**config.mk**
```make
export PLATFORM = sky130hd
export DESIGN_NAME = decode_stage
export DESIGN_NICKNAME = d
export VERILOG_FILES = /design/src/rtl/decode_stage.sv
export SDC_FILE = /design/constraint.sdc
export NUM_CORES = 1
export LEC_CHECK = 0
export CAP_MARGIN = 10
export CORE_UTILIZATION = 45
export DETAILED_ROUTE_END_ITERATION = 16
export GPL_TIMING_DRIVEN = 0
export PLACE_DENSITY = 0.86
export SYNTH_ARGS = -nofsm -noshare
export SYNTH_HDL_FRONTEND = slang
export SYNTH_SLANG_ARGS = --single-unit
export TNS_END_PERCENT = 50
```
**constraint.sdc**
```tcl
create_clock -name Clk -period 5.35 [get_ports Clk]
set_input_delay 0.535 -clock Clk [delete_from_list [all_inputs] [get_ports Clk]]
set_output_delay 0.535 -clock Clk [all_outputs]
set_load 0.05 [all_outputs]
```
**src/rtl/decode_stage.sv**
```systemverilog
// Instruction-decode stage: drives register-file read addresses and captures
// decoded operands into the ID/EX register with stall, flush and bypass.
module decode_stage #(
   parameter int          CNT_W   = 16,
   parameter logic [5:0]  R_OPC   = 6'b100000,
   parameter logic [5:0]  LW_OPC  = 6'b001111,
   parameter logic [5:0]  SW_OPC  = 6'b011111,
   parameter logic [5:0]  BEQ_OPC = 6'b010000
) (
   input  logic             Clk,
   input  logic             Rst,
   input  logic             InstrValid,
   input  logic [31:0]      Instr,
   output logic             InstrReady,
   output logic [4:0]       Adr1,
   output logic [4:0]       Adr2,
   input  logic [31:0]      Dout1,
   input  logic [31:0]      Dout2,
   input  logic             WbWrEn,
   input  logic [4:0]       WbAwr,
   input  logic [31:0]      WbDin,
   input  logic             Flush,
   input  logic             ExReady,
   output logic             ExValid,
   output logic [5:0]       ExOp,
   output logic [31:0]      ExA,
   output logic [31:0]      ExB,
   output logic [31:0]      ExImm,
   output logic [4:0]       ExAwr,
   output logic             ExWrEn,
   output logic             ExIsLoad,
   output logic [CNT_W-1:0] StallCount
);

   logic [5:0]  op;
   logic [4:0]  rs, rt, rd;
   logic [15:0] imm;
   logic        reads_rt, hazard, adv, accept;
   logic [4:0]  dst;
   logic        wr_en;
   logic [31:0] opa, opb;

   assign op  = Instr[31:26];
   assign rs  = Instr[25:21];
   assign rt  = Instr[20:16];
   assign rd  = Instr[15:11];
   assign imm = Instr[15:0];

   assign Adr1 = rs;
   assign Adr2 = rt;

   assign reads_rt = (op == R_OPC) | (op == SW_OPC) | (op == BEQ_OPC);
   assign hazard   = ExValid & ExIsLoad &
                     ((ExAwr == rs) | ((ExAwr == rt) & reads_rt));

   assign adv        = !ExValid | ExReady;
   assign InstrReady = Flush | (adv & !hazard);
   assign accept     = InstrValid & InstrReady & !Flush;

   // Forward the write-back value so a same-cycle write is seen on capture
   assign opa = (WbWrEn && WbAwr == rs) ? WbDin : Dout1;
   assign opb = (WbWrEn && WbAwr == rt) ? WbDin : Dout2;

   always_comb begin
      dst   = rt;
      wr_en = 1'b1;
      unique case (1'b1)
         (op == R_OPC):   dst = rd;
         (op == SW_OPC),
         (op == BEQ_OPC): wr_en = 1'b0;
         default: ;
      endcase
   end

   always_ff @(posedge Clk or posedge Rst) begin
      if (Rst) begin
         ExValid  <= 1'b0;
         ExOp     <= '0;
         ExA      <= '0;
         ExB      <= '0;
         ExImm    <= '0;
         ExAwr    <= '0;
         ExWrEn   <= 1'b0;
         ExIsLoad <= 1'b0;
      end else if (Flush) begin
         ExValid <= 1'b0;
      end else if (adv) begin
         ExValid <= accept;
         if (accept) begin
            ExOp     <= op;
            ExA      <= opa;
            ExB      <= opb;
            ExImm    <= {{16{imm[15]}}, imm};
            ExAwr    <= dst;
            ExWrEn   <= wr_en;
            ExIsLoad <= (op == LW_OPC);
         end
      end
   end

   // Bubble counter saturates instead of wrapping
   always_ff @(posedge Clk or posedge Rst) begin
      if (Rst)
         StallCount <= '0;
      else if (InstrValid & hazard & adv & !Flush & ~&StallCount)
         StallCount <= StallCount + 1'b1;
   end

endmodule

```
==> metrics.log <==
[metrics] status: completed
[metrics] Vias: around 4.5k
[metrics] maximum number of pins on one net before global-route repair: 59
[metrics] total global-route track usage: roughly a quarter
[metrics] crit-path cells: clkdlybuf4s50_1, xor2_1, nor4_1, nand4_1, clkbuf_1, a31o_2, clkdlybuf4s50_1
[metrics] ranking of synthesized cells by area: sky130_fd_sc_hd__dfrtp_1 46%, sky130_fd_sc_hd__mux2_2 19%, sky130_fd_sc_hd__mux2_4 15%, sky130_fd_sc_hd__xor2_1 4.3%, sky130_fd_sc_hd__buf_4 3.3%
[metrics] mean routed wirelength per cell: about 19 microns
[metrics] Worst Path Arrival: 3.32 ns
[metrics] worst slew margin relative to its limit: between 40% and 50%
[metrics] total DRC errors in the routed layout: 0
[metrics] area of the placeable core: ~13000 sq um
[metrics] Syn Nets: 572
[metrics] area of the die: ~14000 sq um
[metrics] cell count after synthesis: between 400 and 500
[metrics] CTS tree: yes
[metrics] number of cells on the worst hold path: 1
[metrics] Post-CTS Repair Setup Buffers: 0
[metrics] Die Y-Extent: between 100 and 150 microns
[metrics] Setup Total Neg Slack: 0 ns
[metrics] remaining number of nets flagged by the antenna check after routing: 0
[metrics] FF-to-FF setup slack: 2.77 ns
[metrics] total congestion overflow: 0
[metrics] Starting Density: 46.6%
[metrics] Unique masters post-synth: 40
[metrics] Max Transition Viols Final: 0
[metrics] part of the Yosys area used for sequential elements: a little under half
[metrics] hold violation total from the final report: 0
[metrics] buffer cell driving the clock tree root: sky130_fd_sc_hd__clkbuf_16
[metrics] skew final: 0.00986 ns
[metrics] number of standard cells in the final layout excluding fillers: roughly 900
[metrics] slew at the pin with the worst max-slew slack: between 0.7 and 0.8 ns
[metrics] peak supply drop: about 0.00020 V
[metrics] Met2 Wirelength: 8830 microns
[metrics] Die X: between 100 and 150 microns
[metrics] largest stage delay on the critical path: 0.70 ns
[metrics] post-synthesis register bit count: 110
[metrics] top-area cell type share of the netlist area: 46.2%
[metrics] I/O Pins: 276
[metrics] post-cts gate resize count: 0
[metrics] worst setup path category: input pin to output port
[metrics] Top delay family on crit path: buffers and inverters
[metrics] top routing layer in use: met4
[metrics] post-route worst setup slack: 1.49 ns
[metrics] total power density per cell area: 332 nW/um^2
[metrics] slowest cell on the critical path: sky130_fd_sc_hd__clkdlybuf4s50_1
[metrics] number of detailed-route iterations in the first pass: 4
[metrics] final period demand of the worst path: about 3.9 ns
[metrics] area used by multi-input combinational logic: around 2800 sq um
[metrics] Final Setup Violations: 0
[metrics] static leakage: about 0.0039 uW
[metrics] mean number of vias per cell: 5.07
[metrics] global-route wire length before repair: 25600 microns
[metrics] count of input and output buffers: 275
[metrics] maximum buffer depth of the clock tree: 2
[metrics] capturing point of the worst reg2reg path: ExB[30]
[metrics] routed length on met1: 6660 microns
[metrics] clock slew seen by the registers of the worst setup and hold paths: 0.07 ns
[metrics] total inserted antenna cells: 0
[metrics] core occupancy in the finished layout: 72.6%
[metrics] area taken by flip-flops and latches: between 2000 and 3000 sq um
[metrics] drt first-iter violations: between 150 and 200
[metrics] post-synth design cell area: ~6000 sq um
[metrics] Required @ worst endpoint: 4.82 ns
[metrics] total clock buffers created by CTS: 9
[metrics] TritonCTS Sinks: 110
[metrics] unrepaired setup endpoints after global routing: false
[metrics] Worst Hold Path EP: StallCount[11]
[metrics] Hold WS: 0.503 ns
[metrics] layout overhead on the synthesized area: 55.6%
[metrics] post-detailed-placement half-perimeter wirelength: 13200 microns
[metrics] Max H-tree Level: 3
[metrics] most used cell along the critical path: sky130_fd_sc_hd__clkdlybuf4s50_1
[metrics] cell count after placement: 880
[metrics] number of fill cells: 860
[metrics] Std-Cell Rows: 41
[metrics] via count of the first global-routing pass: 4721
[metrics] clock network latency to the later pin of the worst-skew pair: 0.35 ns
[metrics] CTS hold repair buffers: 0
[metrics] HP Start: StallCount[11]
[metrics] synth warn: 0
[metrics] met3 routed WL: approximately 1200 microns
[metrics] endpoint kind of the worst setup timing path: output port
[metrics] count of buffer and inverter cells on the critical path: 3
[metrics] total wire length: 17100 microns
[metrics] GPL Wtd Cong: 0.905
[metrics] antenna violations before repair: 0
[metrics] kind of path behind the tightest hold check: flop to flop
[metrics] final layout net count: 859
[metrics] Max FO, Critical Path: 10
[metrics] Worst R2R Path Depth: 8
[metrics] worst setup slack after placement: 1.50 ns
[metrics] cell accounting for the most synthesized area: sky130_fd_sc_hd__dfrtp_1
[metrics] kind of start point of the critical path: input pin
[metrics] Maximum Capacitance Violations: 0
[metrics] mean instance size in the synthesized netlist: 13.8 sq um
[metrics] Max Freq: 259 MHz
[metrics] layout cells sized above 1: approximately 31%
[metrics] reg-to-reg startpoint: ExAwr[2]
[metrics] final cycle utilization of the critical path: 72.1%
==> logic make-up after synthesis <==
family	share of synthesized area, %
adder cells (fa/ha/maj)	0.210
AO/OA/AOI/OAI	3.70
XOR/XNOR	5.15
flip-flops	46.2
multiplexers	33.5
AND/OR/NAND/NOR	5.04
buffers and inverters	6.20
==> layout make-up <==
| cell class | instances | share of cell area (%) |
|---|---|---|
| Buffer | 49 | 3.74 |
| Clock buffer | 12 | 2.66 |
| Clock inverter | 4 | 0.756 |
| Inverter | 6 | 0.270 |
| Multi-Input combinational cell | 267 | 30.6 |
| Sequential cell | 110 | 29.7 |
| Tap cell | 172 | 2.32 |
| Timing Repair Buffer | 276 | 30.0 |
==> through the flow <==
stage,instance area [sq um],total power (uW)
5_1_grt,9270,3190
6_report,9270,3080
2_1_floorplan,5960,1880
3_3_place_gp,8920,2350
3_5_place_dp,8950,2380
4_1_cts,9270,3110
==> sequential cells by signal, summed over array words and instances (netlist names), 5 cells and up <==
signal	flops
ExA	32
ExB	32
ExImm	16
StallCount	16
ExOp	6
ExAwr	5
==> cells in the mapped netlist <==
cell type	count
sky130_fd_sc_hd__a2111oi_0	5
sky130_fd_sc_hd__a2111oi_1	3
sky130_fd_sc_hd__a2111oi_2	5
sky130_fd_sc_hd__a211oi_1	2
sky130_fd_sc_hd__a21oi_1	1
sky130_fd_sc_hd__a31o_2	1
sky130_fd_sc_hd__and2_1	3
sky130_fd_sc_hd__and3_1	5
sky130_fd_sc_hd__and3b_1	1
sky130_fd_sc_hd__and4_1	2
sky130_fd_sc_hd__buf_1	3
sky130_fd_sc_hd__buf_2	3
sky130_fd_sc_hd__buf_4	26
sky130_fd_sc_hd__buf_6	8
sky130_fd_sc_hd__clkbuf_1	8
sky130_fd_sc_hd__clkbuf_2	1
sky130_fd_sc_hd__dfrtp_1	110
sky130_fd_sc_hd__ha_1	1
sky130_fd_sc_hd__inv_1	6
sky130_fd_sc_hd__mux2_2	99
sky130_fd_sc_hd__mux2_4	58
sky130_fd_sc_hd__mux2i_1	1
sky130_fd_sc_hd__nand2_1	17
sky130_fd_sc_hd__nand2b_1	2
sky130_fd_sc_hd__nand3_1	6
sky130_fd_sc_hd__nand3b_1	1
sky130_fd_sc_hd__nand4_1	5
sky130_fd_sc_hd__nor2_1	1
sky130_fd_sc_hd__nor3_1	1
sky130_fd_sc_hd__nor3b_4	1
sky130_fd_sc_hd__nor4_1	4
sky130_fd_sc_hd__o2111ai_1	1
sky130_fd_sc_hd__o211ai_4	1
sky130_fd_sc_hd__o21ai_0	1
sky130_fd_sc_hd__o21bai_1	1
sky130_fd_sc_hd__or3_1	1
sky130_fd_sc_hd__or3b_2	1
sky130_fd_sc_hd__or4_4	1
sky130_fd_sc_hd__xnor2_1	6
sky130_fd_sc_hd__xor2_1	29
==> how the worst max path moves through the flow <==
stage / slack (ns) / from / cells after the start / end
final: 1.49 / Instr[23] / 7 / InstrReady
after global routing: 1.34 / Instr[23] / 7 / InstrReady
after CTS: 1.50 / Instr[29] / 7 / InstrReady
after detailed placement: 1.50 / Instr[29] / 7 / InstrReady
after global placement: 0.35 / Rst / 2 / StallCount[8]
after floorplan: 1.91 / Rst / 1 / ExA[0]
==> layout by cell type (no fill, tap or decap), types with 8 or more instances in the layout <==
cell,n
sky130_fd_sc_hd__nand2_1,17
sky130_fd_sc_hd__clkbuf_16,9
sky130_fd_sc_hd__mux2_4,58
sky130_fd_sc_hd__clkbuf_1,10
sky130_fd_sc_hd__clkdlybuf4s50_1,275
sky130_fd_sc_hd__buf_4,26
sky130_fd_sc_hd__buf_6,8
sky130_fd_sc_hd__dfrtp_1,110
sky130_fd_sc_hd__mux2_2,99
sky130_fd_sc_hd__xor2_1,29
==> metal layers <==
layer,up-vias,global-route usage [%]
li1,2097,-
met1,2229,29.3
met2,192,44.0
met3,29,6.02
met4,0,9.70
met5,-,0
==> power breakdown <==
group / leakage [uW] / switching [uW] / total (uW) / internal (uW)
logic: 0.00246 / 762 / 1320 / 559
registers: 0.00132 / 85.7 / 1040 / 957
clock network: 0.000157 / 296 / 718 / 422
(Power assumes the default switching activity.)
